<file path="config.mk">
export PLATFORM = sky130hd
export DESIGN_NAME = restoring_div_ctrl
export DESIGN_NICKNAME = d
export VERILOG_FILES = /design/src/rtl/restoring_div_ctrl.sv
export SDC_FILE = /design/constraint.sdc
export NUM_CORES = 1
export LEC_CHECK = 0
export BUFFER_PORTS_ARGS = -buffer_cell sky130_fd_sc_hd__buf_4
export CAP_MARGIN = 20
export CORE_ASPECT_RATIO = 1.4
export CORE_MARGIN = 4
export CORE_UTILIZATION = 55
export DETAILED_ROUTE_END_ITERATION = 8
export MAX_ROUTING_LAYER = met4
export PLACE_DENSITY = 0.89
export SLEW_MARGIN = 20
export SYNTH_ARGS = -nofsm -noshare
export SYNTH_HDL_FRONTEND = slang
export SYNTH_SLANG_ARGS = --single-unit
</file>
<file path="constraint.sdc">
create_clock -name clk -period 5 [get_ports clk]
set_input_delay 0.5 -clock clk [delete_from_list [all_inputs] [get_ports clk]]
set_output_delay 0.5 -clock clk [all_outputs]
set_load 0.01 [all_outputs]
</file>
<file path="src/rtl/restoring_div_ctrl.sv">
// Iterative unsigned restoring divider controller: one subtract/select row reused
// WIDTH times, with start/done handshake, operand capture and divide-by-zero path.
//
// state   | meaning
// --------+---------------------------------------------------------------
// IDLE    | waiting for start; result registers hold the last result
// RUN     | one quotient bit per clock, WIDTH iterations
// DONE    | done pulse; start here is accepted exactly as in IDLE
module restoring_div_ctrl #(
  parameter int WIDTH = 8
) (
  input  logic             clk,
  input  logic             rst,
  input  logic             start,
  input  logic [WIDTH-1:0] dividend,
  input  logic [WIDTH-1:0] divisor,
  output logic             busy,
  output logic             done,
  output logic [WIDTH-1:0] quotient,
  output logic [WIDTH-1:0] remainder,
  output logic             div_by_zero
);

  localparam int CW = (WIDTH > 1) ? $clog2(WIDTH) : 1;

  localparam logic [1:0] ST_IDLE = 2'd0;
  localparam logic [1:0] ST_RUN  = 2'd1;
  localparam logic [1:0] ST_DONE = 2'd2;

  localparam logic [CW-1:0] LAST_ITER = CW'(WIDTH - 1);

  logic [1:0]       state_q, state_d;
  logic [CW-1:0]    cnt_q, cnt_d;
  logic [WIDTH-1:0] dvsr_q, dvsr_d;
  logic [WIDTH-1:0] qsh_q, qsh_d;
  logic [WIDTH-1:0] rem_acc_q, rem_acc_d;
  logic             busy_q, busy_d;
  logic             done_q, done_d;
  logic [WIDTH-1:0] quo_q, quo_d;
  logic [WIDTH-1:0] rem_q, rem_d;
  logic             dbz_q, dbz_d;

  logic [WIDTH:0]   trial;
  logic [WIDTH:0]   sub;
  logic [WIDTH:0]   diff;
  logic [WIDTH+1:0] bor;
  logic             borrow_out;
  logic [WIDTH-1:0] r_next;
  logic [WIDTH-1:0] q_next;

  // Ripple borrow chain across the WIDTH+1 bit row; final borrow selects restore.
  always_comb begin
    trial = {rem_acc_q, qsh_q[WIDTH-1]};
    sub   = {1'b0, dvsr_q};
    diff  = '0;
    bor   = '0;
    for (int i = 0; i <= WIDTH; i++) begin
      diff[i]  = trial[i] ^ sub[i] ^ bor[i];
      bor[i+1] = (~trial[i] & sub[i]) | (~(trial[i] ^ sub[i]) & bor[i]);
    end
    borrow_out = bor[WIDTH+1];
    r_next     = borrow_out ? trial[WIDTH-1:0] : diff[WIDTH-1:0];
    q_next     = {qsh_q[WIDTH-2:0], ~borrow_out};
  end

  always_comb begin
    state_d   = state_q;
    cnt_d     = cnt_q;
    dvsr_d    = dvsr_q;
    qsh_d     = qsh_q;
    rem_acc_d = rem_acc_q;
    busy_d    = 1'b0;
    done_d    = 1'b0;
    quo_d     = quo_q;
    rem_d     = rem_q;
    dbz_d     = dbz_q;
    case (state_q)
      ST_IDLE, ST_DONE: begin
        if (start) begin
          if (divisor == '0) begin
            state_d = ST_DONE;
            done_d  = 1'b1;
            quo_d   = '1;
            rem_d   = dividend;
            dbz_d   = 1'b1;
          end else begin
            state_d   = ST_RUN;
            busy_d    = 1'b1;
            dvsr_d    = divisor;
            qsh_d     = dividend;
            rem_acc_d = '0;
            cnt_d     = '0;
          end
        end else begin
          state_d = ST_IDLE;
        end
      end
      ST_RUN: begin
        rem_acc_d = r_next;
        qsh_d     = q_next;
        cnt_d     = cnt_q + CW'(1);
        if (cnt_q == LAST_ITER) begin
          state_d = ST_DONE;
          done_d  = 1'b1;
          quo_d   = q_next;
          rem_d   = r_next;
          dbz_d   = 1'b0;
          cnt_d   = '0;
        end else begin
          busy_d = 1'b1;
        end
      end
      default: begin
        state_d = ST_IDLE;
      end
    endcase
  end

  always_ff @(posedge clk) begin
    if (rst) begin
      state_q   <= ST_IDLE;
      cnt_q     <= '0;
      dvsr_q    <= '0;
      qsh_q     <= '0;
      rem_acc_q <= '0;
      busy_q    <= 1'b0;
      done_q    <= 1'b0;
      quo_q     <= '0;
      rem_q     <= '0;
      dbz_q     <= 1'b0;
    end else begin
      state_q   <= state_d;
      cnt_q     <= cnt_d;
      dvsr_q    <= dvsr_d;
      qsh_q     <= qsh_d;
      rem_acc_q <= rem_acc_d;
      busy_q    <= busy_d;
      done_q    <= done_d;
      quo_q     <= quo_d;
      rem_q     <= rem_d;
      dbz_q     <= dbz_d;
    end
  end

  assign busy        = busy_q;
  assign done        = done_q;
  assign quotient    = quo_q;
  assign remainder   = rem_q;
  assign div_by_zero = dbz_q;

endmodule
</file>
==> results.rst <==
.. list-table::
   :header-rows: 1

   * - Metric
     - Value
   * - Cell count after synthesis
     - 249
   * - Total of buffers placed on input and output ports
     - 37
   * - Largest fanout of any net on the critical path
     - 9
   * - Std-Cell Core Area
     - 3709 sq um
   * - Sequential area share after synthesis
     - 44.94%
   * - Max-cap check violation count
     - 0
   * - Fill cell instance count of the final layout
     - 329
   * - Kind of capture point of the worst setup path
     - flop
   * - Sequence of cells on the critical path
     - inv_1, ha_1, fa_1, fa_1, fa_1, fa_1, fa_1, fa_1, fa_1, nor3b_1, a211oi_1, a21oi_1, a211oi_1
   * - Area growth syn-to-layout
     - 16.62%
   * - Endpoint arrival time on the critical path
     - 4.64 ns
   * - Most used cell along the critical path
     - sky130_fd_sc_hd__fa_1
   * - Effective utilization at floorplan
     - 57.66%
   * - Setup slack of the critical path after layout
     - 0.5783 ns
   * - Number of vias after detailed routing
     - 1855
   * - Sort of element at the start of the critical path
     - flop
   * - Number of optimization iterations in the first detailed-route pass
     - 4
   * - Hold Crit Start
     - divisor[1]
   * - Crit-path max cell delay
     - 0.51 ns
   * - Critical path type
     - flop to flop
   * - Weighted congestion at the end of routability-driven global placement
     - 0.8583
   * - Power Dens Cells
     - 331.5 nW/um^2
   * - Detail Route Antenna Nets
     - 0
   * - Post-route cell area
     - 2494 sq um
   * - Number of global-route vias before repair
     - 1779
   * - Setup Viol. Count Final
     - 0
   * - Avg WL per Cell
     - 14.34 um
   * - Worst-case clock buffer depth
     - 2
   * - Clock-pin slew on the worst setup and hold paths
     - 0.08 ns
   * - Total clock sinks
     - 48
   * - Hold slack final
     - 0.4533 ns
   * - Post-cts hold buffer count
     - 0
   * - Net count of the mapped netlist
     - 278
   * - Final Net Count
     - 306
   * - Proportion of synthesized flip-flops having asynchronous set or reset
     - 0%
   * - Peak ir drop on the vdd network
     - 0.0002961 V
   * - Peak Freq
     - 226.2 MHz
   * - Post-detailed-route via-to-cell ratio
     - 5.797
   * - CP Data Required Time
     - 5.22 ns
   * - I/O pin cnt
     - 38
   * - Static leakage
     - 0.9585 nW
   * - Family with the most delay on the worst path
     - adder cells
   * - Clock Tree Root
     - sky130_fd_sc_hd__clkbuf_8
   * - Final hold viol count
     - 0
   * - Largest net degree at the start of global routing
     - 49
   * - CP bufs+invs
     - 1
   * - Antenna diode count
     - 0
   * - EDFF count, synth
     - 0
   * - Die Footprint
     - 4963 sq um
   * - Post-synth top flop
     - sky130_fd_sc_hd__dfxtp_1
   * - Insertion delay to the later sink of the worst-skew pair
     - 0.30 ns
   * - Number of clock buffers inserted by TritonCTS
     - 5
   * - Placed inst area
     - 2400 sq um
   * - Warnings from Yosys
     - 0
   * - DRC violation total after the first TritonRoute iteration
     - 76
   * - Remaining design rule violation count
     - 0
   * - Crit share post-route
     - 88.43%
   * - Final critical delay including setup and external delays
     - 4.422 ns
   * - Share of cells above drive strength 1
     - 17.99%
   * - Resized Gates After CTS
     - 0
   * - Slowest cell on crit path
     - sky130_fd_sc_hd__fa_1
   * - Syn_area_per_cell
     - 8.588 sq um
   * - Wire length of the first global-routing pass
     - 7.652 mm
   * - Clock tree from TritonCTS
     - done
   * - Headroom to the max-slew limit
     - 31.27%
   * - Overflow left after global routing
     - 0
   * - CP startpoint
     - qsh_q[7]
   * - Origin of the critical flop-to-flop path
     - qsh_q[7]
   * - Die W
     - 60.70 um
   * - Final setup skew
     - 0.007710 ns
   * - Register bit total from synthesis
     - 48
   * - Unrepaired setup endpoints after global routing
     - false
   * - Wire length reported by the detailed router
     - 4.590 mm
   * - Detailed-placement wirelength estimate
     - 3.342 mm
   * - Number of H-tree levels
     - 2
   * - Die Span Y
     - 81.78 um
   * - Post-Place Worst Slack
     - 0.6338 ns
   * - Count of different cell masters after synthesis
     - 26
   * - Run status
     - complete, no violations
   * - Power after layout
     - 0.8266 mW
   * - Number of antenna violations at the first check in global routing
     - 0
   * - Type of the worst min-delay path
     - primary input to flop
   * - Synthesized cell area
     - 2138 sq um
   * - Setup Total Neg Slack
     - 0 ns
   * - Post-CTS setup buffer count
     - 0
   * - Max Transition Viols Final
     - 0
   * - All-Layer GR Usage
     - 21.18%
   * - Cell row count
     - 26
   * - Worst-margin pin slew
     - 1.031 ns
worst register-to-register path, cell delays in order, from the launching register on:
cell and delay (ns):
sky130_fd_sc_hd__dfxtp_1 0.36, sky130_fd_sc_hd__inv_1 0.05, sky130_fd_sc_hd__ha_1 0.19, sky130_fd_sc_hd__fa_1 0.39, sky130_fd_sc_hd__fa_1 0.39, sky130_fd_sc_hd__fa_1 0.39, sky130_fd_sc_hd__fa_1 0.39, sky130_fd_sc_hd__fa_1 0.40
sky130_fd_sc_hd__fa_1 0.41, sky130_fd_sc_hd__fa_1 0.51, sky130_fd_sc_hd__nor3b_1 0.19, sky130_fd_sc_hd__a211oi_1 0.36, sky130_fd_sc_hd__a21oi_1 0.08, sky130_fd_sc_hd__a211oi_1 0.23
Yosys cell counts (2+ instances only):
library cell | instances | area, sq um
sky130_fd_sc_hd__a31oi_1 | 9 | 56.30
sky130_fd_sc_hd__inv_1 | 8 | 30.03
sky130_fd_sc_hd__ha_1 | 3 | 37.54
sky130_fd_sc_hd__clkbuf_1 | 14 | 52.55
sky130_fd_sc_hd__a211oi_2 | 2 | 25.02
sky130_fd_sc_hd__dfxtp_1 | 48 | 960.9
sky130_fd_sc_hd__nand3_1 | 2 | 10.01
sky130_fd_sc_hd__nor4_1 | 2 | 12.51
sky130_fd_sc_hd__a21oi_1 | 29 | 145.1
sky130_fd_sc_hd__fa_1 | 7 | 140.1
sky130_fd_sc_hd__buf_4 | 2 | 15.01
sky130_fd_sc_hd__nand2b_1 | 4 | 25.02
sky130_fd_sc_hd__nand2_1 | 26 | 97.59
sky130_fd_sc_hd__a211oi_1 | 22 | 165.2
sky130_fd_sc_hd__nor2_1 | 42 | 157.7
sky130_fd_sc_hd__nor3b_1 | 8 | 60.06
sky130_fd_sc_hd__nor3_1 | 9 | 45.04
sky130_fd_sc_hd__nor2b_1 | 4 | 25.02
layer usage:
| metal | share of wire, % | routed length [um] | GRT usage [%] | up-vias |
|---|---|---|---|---|
| li1 | - | - | - | 917 |
| met1 | 41 | 1902 | 23.66 | 875 |
| met2 | 51 | 2340 | 35.65 | 54 |
| met3 | 5.4 | 249 | 4.717 | 9 |
| met4 | 2.1 | 97 | 9.111 | 0 |
| met5 | 0 | 0 | - | - |
kinds of logic (layout without fill, tap and decap cells):
kind of cell / Yosys count / after routing / synth area share [%]
fa+ha+maj: 10 / 10 / 8.309
simple gates: 100 / 100 / 21.47
buf+inv: 26 / 55 / 5.324
flops: 48 / 48 / 44.94
compound gates: 65 / 65 / 19.95
through the flow:
stage                     util, %  cells
final                       67.24    320
after global routing        67.24    320
after CTS                   67.24    320
after detailed placement    64.71    312
after global placement      64.71    312
after floorplan                 -    249
report_power, final:
group,total [mW],internal [mW],switching (mW)
Sequential,0.422,0.403,0.0191
Combinational,0.168,0.0712,0.0970
Clock,0.236,0.112,0.124
Total,0.827,0.587,0.240
final cells by class:
| cell class | instances | area (sq um) | share of cell area, % |
|---|---|---|---|
| timing repair buffer | 39 | 292.8 | 11.74 |
| clock inverter | 1 | 7.507 | 0.3011 |
| clock buffer | 7 | 86.33 | 3.462 |
| inverter | 8 | 30.03 | 1.204 |
| tap | 42 | 52.55 | 2.107 |
| multi-input combinational | 175 | 1064 | 42.65 |
| sequential | 48 | 960.9 | 38.53 |
state kept, by name, indices dropped and copies added, names as in the netlist:
| register | flops |
|---|---|
| busy | 1 |
| div_by_zero | 1 |
| rem_acc_q | 8 |
| cnt_q | 3 |
| qsh_q | 8 |
| quotient | 8 |
| remainder | 8 |
| dvsr_q | 8 |
| state_q | 2 |
| done | 1 |
cell usage in the layout, fill, tap and decap left out, drive strengths merged, types with 2 or more instances in the layout:
master  count
buf        39
fa          7
nor3b       8
a211oi     24
a21oi      29
inv         8
nand2b      4
nor2       42
clkbuf      7
nor4        2
nand3       2
nand2      26
a31oi       9
ha          3
or4         2
nor2b       4
nor3        9
dfxtp      48
worst paths after layout:
kind / end / slack, ns / cells after the start
worst min register to register: dvsr_q[0] / 0.47 / 2
worst max-delay path: remainder[3] / 0.58 / 13
worst max register to register: remainder[3] / 0.58 / 13
worst min-delay path: dvsr_q[1] / 0.45 / 3
Note: power is estimated with default switching activity, not from simulation.
